**config.mk**
```make
export PLATFORM = sky130hd
export DESIGN_NAME = alu_op_sequencer
export DESIGN_NICKNAME = d
export VERILOG_FILES = /design/src/rtl/alu_op_sequencer.sv
export SDC_FILE = /design/constraint.sdc
export NUM_CORES = 1
export LEC_CHECK = 0
export ABC_AREA = 1
export BUFFER_PORTS_ARGS = -buffer_cell sky130_fd_sc_hd__buf_2
export CAP_MARGIN = 20
export CORE_MARGIN = 3
export CORE_UTILIZATION = 30
export CTS_CLUSTER_SIZE = 28
export DETAILED_ROUTE_END_ITERATION = 8
export GPL_ROUTABILITY_DRIVEN = 0
export GPL_TIMING_DRIVEN = 0
export RECOVER_POWER = 50
export SETUP_SLACK_MARGIN = 0.1
export SYNTH_ARGS = -nofsm -noshare
export SYNTH_HDL_FRONTEND = slang
export SYNTH_SLANG_ARGS = --single-unit
```
**constraint.sdc**
```tcl
create_clock -name i_Clk -period 1.4 [get_ports i_Clk]
set_clock_uncertainty 0.1 [all_clocks]
set_input_delay 0.07 -clock i_Clk [delete_from_list [all_inputs] [get_ports i_Clk]]
set_output_delay 0.07 -clock i_Clk [all_outputs]
set_load 0.005 [all_outputs]
```
**src/rtl/alu_op_sequencer.sv**
```systemverilog
// Micro-sequencer for 8-bit ALU ops with register, (HL) or immediate operand: IDLE -> [MEM] -> EXEC.
// Optional immediate-operand path is enabled by defining ALU_SEQ_IMM_EN.
module alu_op_sequencer #(
    parameter int unsigned REG_COUNT       = 8,
    parameter int unsigned STEPS_PER_CYCLE = 4,
    parameter int unsigned HL_INDEX        = 6,
    parameter int unsigned ACC_INDEX       = 7,
    parameter int unsigned ALU_CTRL_W      = 7
) (
    input  logic                  i_Clk,
    input  logic                  i_Reset_n,
    input  logic                  i_Start,
    input  logic [REG_COUNT-1:0]  i_Z,
    input  logic [2:0]            i_Op,
    input  logic                  i_Imm,
    input  logic                  i_Mem_Ready,
    output logic                  o_Busy,
    output logic                  o_Done,
    output logic                  o_Error,
    output logic                  o_IR_Fetch,
    output logic [REG_COUNT-1:0]  o_Read8,
    output logic [REG_COUNT-1:0]  o_Write8,
    output logic [1:0]            o_Addr_Sel,
    output logic                  o_PC_Inc,
    output logic                  o_Bus_In,
    output logic                  o_Address_Out,
    output logic [1:0]            o_ReadALU8,
    output logic [1:0]            o_WriteALU8,
    output logic [ALU_CTRL_W-1:0] o_ALU_Control
);

    localparam int unsigned StepW = $clog2(STEPS_PER_CYCLE);
    localparam logic [StepW-1:0] AddrStep = StepW'(1);
    localparam logic [StepW-1:0] DataStep = StepW'(2);
    localparam logic [StepW-1:0] LastStep = StepW'(STEPS_PER_CYCLE - 1);
    localparam logic [REG_COUNT-1:0] TempSel = REG_COUNT'(1);

    typedef enum logic [1:0] {StIdle, StMem, StExec} state_e;

    state_e               state_q, state_d;
    logic [StepW-1:0]     step_q, step_d;
    logic [REG_COUNT-1:0] z_q, z_d;
    logic [2:0]           op_q, op_d;
    logic                 imm_q, imm_d;
    logic                 mem_q, mem_d;
    logic                 error_q, error_d;

    logic imm_req;
    logic z_onehot;

`ifdef ALU_SEQ_IMM_EN
    assign imm_req = i_Imm;
`else
    logic unused_imm;
    assign imm_req    = 1'b0;
    assign unused_imm = i_Imm ^ imm_q;
`endif

    assign z_onehot = (i_Z != '0) && ((i_Z & (i_Z - TempSel)) == '0);

    always_ff @(posedge i_Clk or negedge i_Reset_n) begin
        if (!i_Reset_n) begin
            state_q <= StIdle;
            step_q  <= '0;
            z_q     <= '0;
            op_q    <= '0;
            imm_q   <= 1'b0;
            mem_q   <= 1'b0;
            error_q <= 1'b0;
        end else begin
            state_q <= state_d;
            step_q  <= step_d;
            z_q     <= z_d;
            op_q    <= op_d;
            imm_q   <= imm_d;
            mem_q   <= mem_d;
            error_q <= error_d;
        end
    end

    always_comb begin
        state_d = state_q;
        step_d  = step_q;
        z_d     = z_q;
        op_d    = op_q;
        imm_d   = imm_q;
        mem_d   = mem_q;
        error_d = 1'b0;
        unique case (state_q)
            StIdle: begin
                if (i_Start) begin
                    if (!imm_req && !z_onehot) begin
                        error_d = 1'b1;
                    end else begin
                        z_d     = i_Z;
                        op_d    = i_Op;
                        imm_d   = imm_req;
                        mem_d   = imm_req | i_Z[HL_INDEX];
                        state_d = (imm_req | i_Z[HL_INDEX]) ? StMem : StExec;
                        step_d  = '0;
                    end
                end
            end
            StMem: begin
                // Bus read stalls on the data step until memory signals ready.
                if (step_q == DataStep && !i_Mem_Ready) begin
                    step_d = step_q;
                end else if (step_q == LastStep) begin
                    state_d = StExec;
                    step_d  = '0;
                end else begin
                    step_d = step_q + 1'b1;
                end
            end
            StExec: begin
                if (step_q == LastStep) begin
                    state_d = StIdle;
                    step_d  = '0;
                end else begin
                    step_d = step_q + 1'b1;
                end
            end
            default: begin
                state_d = StIdle;
                step_d  = '0;
            end
        endcase
    end

    always_comb begin
        o_Busy        = 1'b0;
        o_Done        = 1'b0;
        o_Error       = error_q;
        o_IR_Fetch    = 1'b0;
        o_Read8       = '0;
        o_Write8      = '0;
        o_Addr_Sel    = 2'b00;
        o_PC_Inc      = 1'b0;
        o_Bus_In      = 1'b0;
        o_Address_Out = 1'b0;
        o_ReadALU8    = 2'b00;
        o_WriteALU8   = 2'b00;
        o_ALU_Control = '0;
        unique case (state_q)
            StMem: begin
                o_Busy = 1'b1;
                if (step_q == AddrStep) begin
                    o_Address_Out = 1'b1;
`ifdef ALU_SEQ_IMM_EN
                    o_Addr_Sel = imm_q ? 2'b10 : 2'b01;
`else
                    o_Addr_Sel = 2'b01;
`endif
                end
                if (step_q == DataStep) begin
                    o_Bus_In    = 1'b1;
                    o_Write8[0] = 1'b1;
`ifdef ALU_SEQ_IMM_EN
                    o_PC_Inc = imm_q & i_Mem_Ready;
`endif
                end
            end
            StExec: begin
                o_Busy     = 1'b1;
                o_IR_Fetch = 1'b1;
                if (step_q == DataStep) begin
                    // Memory/immediate operands were parked in the temp latch (bit 0).
                    o_Read8                   = mem_q ? TempSel : z_q;
                    o_ReadALU8[0]             = ~mem_q & z_q[ACC_INDEX];
                    o_WriteALU8[0]            = (op_q != 3'b111);
                    o_ALU_Control[ALU_CTRL_W-1] = 1'b1;
                    o_ALU_Control[3:1]        = op_q;
                    o_ALU_Control[0]          = 1'b1;
                end
                if (step_q == LastStep) begin
                    o_Done = 1'b1;
                end
            end
            default: ;
        endcase
    end

endmodule
```
==> results of run 1 <==
[stage by stage]
stage	util	total power [uW]	area (sq um)	instances	TNS, ns
6_report	0.557	2320	1960	277	-2.61
5_1_grt	0.557	2500	1960	277	-4.85
4_1_cts	0.523	2190	1840	273	-2.55
3_5_place_dp	0.417	1500	1470	249	-2.03
3_3_place_gp	0.417	1490	1470	249	-1.80
2_1_floorplan	-	1280	1230	167	0
[metal layers]
layer | wire [um] | vias to the layer above
met1 | 1230 | 491
met5 | 0 | -
met3 | 173 | 2
met2 | 1470 | 31
li1 | - | 598
met4 | 13 | 0
[final cells by class]
| class | count | area [sq um] |
|---|---|---|
| well taps | 46 | 57.6 |
| flip-flops and latches | 16 | 403 |
| multi-input cells | 105 | 703 |
| fillers | 335 | 1560 |
| inverters | 26 | 103 |
| plain buffers | 20 | 173 |
| clock buffers | 4 | 55.1 |
| repair buffers | 60 | 467 |
[flip-flops by register name, indices dropped and copies added (netlist names)]
register / count
o_Error: 1
op_q: 3
state_q: 2
step_q: 2
z_q: 8
[kinds of logic (layout without fill, tap and decap cells)]
group / after synthesis / count (layout) / share of synthesized area
AOI/OAI and AO/OA: 21 / 21 / 0.128
adders and majority gates: 6 / 6 / 0.0647
buffers and inverters: 46 / 110 / 0.220
DFF: 16 / 16 / 0.345
other: 1 / 14 / 0.00323
and+or+nand+nor: 64 / 64 / 0.239
[synthesized netlist by cell type, types with 2 or more instances]
master,instances
o21ai_2,9
o21ai_0,4
nand3_1,6
inv_1,25
nor2_2,2
ha_1,6
nand2_2,3
buf_4,18
o21ai_1,3
dfrtp_1,16
o21bai_1,2
nand2_1,33
nor2_1,16
buf_6,2
[worst min-delay path by stage]
stage              start  endpoint  slack [ns]  depth (start not counted)
5_1_grt           i_Z[6]    z_q[6]        0.04                          3
4_1_cts           i_Z[6]    z_q[6]       0.008                          3
6_report          i_Z[6]    z_q[6]       0.006                          3
3_5_place_dp   i_Reset_n   op_q[1]       -0.09                          1
2_1_floorplan  i_Reset_n   o_Error       -0.33                          0
3_3_place_gp   i_Reset_n   op_q[1]        -0.1                          1
[tightest hold or removal path, stage by stage]
cell,delay (ns)
buf_2,0.13
nand2_1,0.06
o21ai_1,0.05
[power groups by stage]
| stage | Combinational (uW) | Sequential, uW | Clock (uW) |
|---|---|---|---|
| 2_1_floorplan | 593 | 690 | 0 |
| 3_3_place_gp | 790 | 701 | 0 |
| 3_5_place_dp | 802 | 703 | 0 |
| 4_1_cts | 1070 | 702 | 421 |
| 5_1_grt | 1340 | 722 | 438 |
| 6_report | 1200 | 707 | 412 |
[repair_timing]
action | 4_1_cts | 5_1_grt
setup buffers | 7 | 3
resized for setup | 35 | 18
endpoints found under the setup margin | 35 | 36
pin swaps | 8 | 7
endpoints found under the hold margin | 27 | 0
hold buffers | 12 | 0
gates cloned | 1 | 1
==> qor.txt, run 1 <==
Final Max Slew Viols: 0
area delta synth->final: 68.9%
initial antenna violation count: 0
Comb pwr share: 0.518
crit start category: register
antenna-violating nets left: 0
Worst Setup End Kind: output port
Leak Pwr: 0.00107 uW
ys flop type: dfrtp_1
drt pass-1 iters: 3
sequential cell fraction of total power: 0.305
Post-synth EDFFs: 0
CP arrival: 1.39 ns
Std-Cell Rows: 21
Internal Dissipation: 1460 uW
CP max FO: 6
vias in the first global route: 1005
run status: finished with violations
H-tree depth: 1
peak supply drop: 0.802 mV
via count: 1122
Worst Tran Pin Value: 0.883 ns
Async SR Flop Fraction: 1.00
slowest stage delay, CP: 0.39 ns
Max-cap violations: 0
Largest delay share family, worst path: flip-flops
Die W: 68.2 um
DR vias/cell: 4.05
Fmax: 643 MHz
share of the synthesized area in the top cell type: 0.345
GRT overflow: 0
IO Count: 52
crit path launch: step_q[0]
Die Y: 68.2 um
Critical Path RT: 1.23 ns
Starting Density: 0.330
DR iter-0 viols: 20
most common cell after layout, fill and taps aside: buf_2
Buf/Inv on CP: 4
Worst Slack Setup Final: -0.156 ns
WS Path Type: register to output port
DP HPWL: 1.98 mm
final WL: 2.89 mm
CTS sink cnt: 16
worst flop-to-flop path endpoint: state_q[0]
drt wl/cell: 10.4 um
Most Used Layer, Global Route: met2
Seq/Total Area, Yosys: 0.345
Slew HR: 0.412
Hold WC Path Type: primary input to register
M3 GR Usage: 0.0345
share of cells above drive strength 1: 0.502
critical path depth in cells: 8
Post-Syn Area per Cell: 7.54 sq um
Bufs on Longest Clock Path: 2
Root Buffer: clkbuf_8
Synth area leader: dfrtp_1
Reg2Reg Depth: 9
M2 GR Usage: 0.223
Synth Warn #: 0
Mapped Cells: 154
GRT Util Overall: 0.126
switching pwr: 860 uW
M1 GR Usage: 0.152
CTS buffer count: 3
crit-path cells: inv_2 > ha_4 > nand2_4 > inv_4 > nand2_8 > nor2_4 > buf_6 > buf_6
Tmin final: 1.56 ns
Die ar.: 4650 sq um
fin crit share: 1.11
DRC Markers: 0
reg2reg setup slack: -0.12 ns
largest net degree at the start of global routing: 17
Cell Pwr Density: 1180 nW/um^2
post-synth cell types: 23
most frequent cells in the layout: buf_2 (29), nand2_1 (26), buf_4 (20), inv_1 (19), buf_6 (16)
antenna cell count: 0
Yosys reg bits: 16
worst hold slack: 0.00619 ns
Core ar.: 3520 sq um
CTS tree: built
CP max stage cell: dfrtp_1
failing checks: negative setup slack
RSZ-0062 raised after global routing: yes
mapped cell area: 1160 sq um
Critical Path Sink: o_ReadALU8[0]
Final setup viols: 33
clock-pin slew on the worst setup and hold paths: 0.06 ns
Worst-Skew Late Latency: 0.25 ns
first-pass GRT wire length: 4.40 mm
IO Port Bufs: 36
Area contributors post-synth: dfrtp_1 (34%), buf_4 (12%), nand2_1 (11%)
Sw Share: 0.371
Clock Power Share: 0.177
fin nets: 254
pre-CTS setup slack: -0.192 ns
Critical R2R Launch: state_q[0]
final hold vios: 0
Most common cell on crit path: buf_6
Note: power is estimated with default switching activity, not from simulation.
==> run 2, diff against run 1 <==
--- a/config.mk
+++ b/config.mk
@@ -14,6 +14,7 @@
 export DETAILED_ROUTE_END_ITERATION = 8
 export GPL_ROUTABILITY_DRIVEN = 0
 export GPL_TIMING_DRIVEN = 0
+export PLACE_DENSITY = 0.55
 export RECOVER_POWER = 50
 export SETUP_SLACK_MARGIN = 0.1
 export SYNTH_ARGS = -nofsm -noshare
==> constraint.sdc (replaced) <==
create_clock -name i_Clk -period 1.4 [get_ports i_Clk]
set_clock_uncertainty 0.1 [all_clocks]
set_input_delay 0.07 -clock i_Clk [delete_from_list [all_inputs] [get_ports i_Clk]]
set_output_delay 0.07 -clock i_Clk [all_outputs]
set_load 0.1 [all_outputs]
==> qor.txt, run 2 (synthesis results as in run 1) <==
Critical Path RT: 1.23 ns (about the same)
area of the multi-input gates: 774 sq um (was 703 sq um)
Fill cells: 246 (was 335)
via count: 1229 (was 1122)
GRT Util Overall: 0.162 (was 0.126)
Largest Register: z_q (unchanged)
Worst Setup End Kind: output port (unchanged)
fin nets: 263 (was 254)
Max-cap violations: 0 (unchanged)
Cell Pwr Density: 1440 nW/um^2 (was 1180 nW/um^2)
Final Max Slew Viols: 0 (unchanged)
Post-Route M1 WL: 1.47 mm (was 1.23 mm)
worst hold slack: -0.00208 ns (was 0.00619 ns)
peak supply drop: 0.762 mV (was 0.802 mV)
H-tree depth: 1 (unchanged)
Root Buffer: clkbuf_8 (unchanged)
initial antenna violation count: 0 (unchanged)
Tmin final: 1.75 ns (was 1.56 ns)
Internal Dissipation: 1780 uW (was 1460 uW)
IO Port Bufs: 36 (unchanged)
most common cell after layout, fill and taps aside: buf_4 (was buf_2)
WS Path Type: register to output port (unchanged)
clock-pin slew on the worst setup and hold paths: 0.07 ns (was 0.06 ns)
Die ar.: 4650 sq um (unchanged)
Bufs on Longest Clock Path: 2 (unchanged)
uppermost layer routed: met4 (unchanged)
Final Instance Area: 2430 sq um (was 1960 sq um)
Met3 Wirelength: 160 um (was 173 um)
DRC Markers: 0 (unchanged)
Final setup viols: 35 (was 33)
final hold vios: 1 (was 0)
CTS tree: built (unchanged)
largest net degree at the start of global routing: 17 (unchanged)
crit start category: register (unchanged)
DR vias/cell: 4.30 (was 4.05)
fin crit share: 1.25 (was 1.11)
vias in the first global route: 1289 (was 1005)
CTS buffer count: 3 (unchanged)
share of cells above drive strength 1: 0.588 (was 0.502)
Worst Slack Setup Final: -0.346 ns (was -0.156 ns)
total power: 3490 uW (was 2320 uW)
CTS sink cnt: 16 (unchanged)
Worst Tran Pin Value: 0.871 ns (was 0.883 ns)
DR iter-0 viols: 25 (was 20)
Std-Cell Rows: 21 (unchanged)
Slew HR: 0.419 (was 0.412)
Sw Share: 0.490 (was 0.371)
IO Count: 52 (unchanged)
Core ar.: 3520 sq um (unchanged)
Reg area: 400 sq um (was 403 sq um)
DR WL met2: 1.83 mm (was 1.47 mm)
Area after DPL: 1560 sq um (was 1470 sq um)
drt wl/cell: 12.4 um (was 10.4 um)
max reg flops: 8 (unchanged)
Leak Pwr: 0.00123 uW (was 0.00107 uW)
final WL: 3.54 mm (was 2.89 mm)
Worst-Skew Late Latency: 0.25 ns (about the same)
Die W: 68.2 um (unchanged)
first-pass GRT wire length: 5.64 mm (was 4.40 mm)
failing checks: negative hold slack, negative setup slack (was negative setup slack)
DP HPWL: 2.10 mm (was 1.98 mm)
Fmax: 573 MHz (was 643 MHz)
most frequent cells in the layout: buf_4 (26), buf_12 (23), inv_1 (17), nand2_1 (17), dfrtp_1 (16) (was buf_2 (29), nand2_1 (26), buf_4 (20), inv_1 (19), buf_6 (16))
Comb pwr share: 0.679 (was 0.518)
drt pass-1 iters: 4 (was 3)
Hold WC Path Type: primary input to register (unchanged)
antenna cell count: 0 (unchanged)
area delta synth->final: 109% (was 68.9%)
Starting Density: 0.330 (unchanged)
CP max FO: 6 (unchanged)
switching pwr: 1710 uW (was 860 uW)
top flop regs: z_q x8, op_q x3 (unchanged)
RSZ-0062 raised after global routing: yes (unchanged)
run status: finished with violations (unchanged)
Clock Power Share: 0.119 (was 0.177)
sequential cell fraction of total power: 0.202 (was 0.305)
GRT overflow: 0 (unchanged)
antenna-violating nets left: 0 (unchanged)
CP arrival: 1.58 ns (was 1.39 ns)
Die Y: 68.2 um (unchanged)
[run 2: cell types whose count changed in the layout (fill, tap and decap cells not counted), sizes merged]
cell         previous run  this run
buf                    66        77
clkinvlp                0         4
inv                    26        22
clkbuf                  6         5
dlygate4sd3            12        11
[run 2: routing by layer]
layer,vias up,global-route usage
li1,610,-
met1,571,0.194
met4,0,0.0744
met5,-,0
met2,40,0.290
met3,8,0.0148
[run 2: worst max-delay path, stage by stage, from the launching register on]
cell and delay [ns]:
dfrtp_1 0.41, inv_2 0.08, ha_4 0.15, nand2_4 0.07
clkinvlp_4 0.10, nand2_4 0.10, nor2_4 0.15, buf_12 0.11
buf_12 0.16
[run 2: layout make-up]
type | count | area share
timing repair buffer | 69 | 0.338
multi-input combinational | 105 | 0.319
sequential | 16 | 0.165
buffer | 20 | 0.0855
inverter | 26 | 0.0464
tap | 46 | 0.0237
clock buffer | 4 | 0.0227
[run 2: worst paths after layout]
| check | from | endpoint | slack (ns) | cells past startpoint |
|---|---|---|---|---|
| max in group asynchronous | i_Reset_n | z_q[5] | 0.30 | 2 |
| worst min-delay path | i_Start | o_Error | -0.002 | 3 |
| worst max register to register | state_q[0] | state_q[0] | -0.16 | 9 |
| min in group asynchronous | i_Reset_n | z_q[0] | 0.37 | 2 |
| worst min register to register | z_q[4] | z_q[4] | 0.44 | 2 |
| worst max-delay path | step_q[0] | o_ReadALU8[0] | -0.35 | 8 |
[run 2: power groups by stage]
stage          clock (uW)  combinational, uW  sequential, uW
4_1_cts               416               2290             701
6_report              415               2370             705
3_3_place_gp            0               1590             707
5_1_grt               440               2520             722
2_1_floorplan           0               1360             763
3_5_place_dp            0               1620             712
[run 2: timing repair]
item                                   CTS  global route
setup buffers                           19             1
pin swaps                               12             4
hold buffers                            11             0
endpoints found under the hold margin   26             0
setup endpoints to repair               36            36
gates cloned                             2             0
gates resized for setup                116            19
[run 2: through the flow]
| step | TNS, ns | util | cells | setup slack (ns) |
|---|---|---|---|---|
| after floorplan | -13.40 | - | 167 | -1.05 |
| after global placement | -5.08 | 0.443 | 249 | -0.433 |
| after detailed placement | -5.76 | 0.443 | 249 | -0.462 |
| after CTS | -5.84 | 0.665 | 285 | -0.325 |
| after global routing | -8.87 | 0.690 | 286 | -0.415 |
| final | -6.86 | 0.690 | 286 | -0.346 |
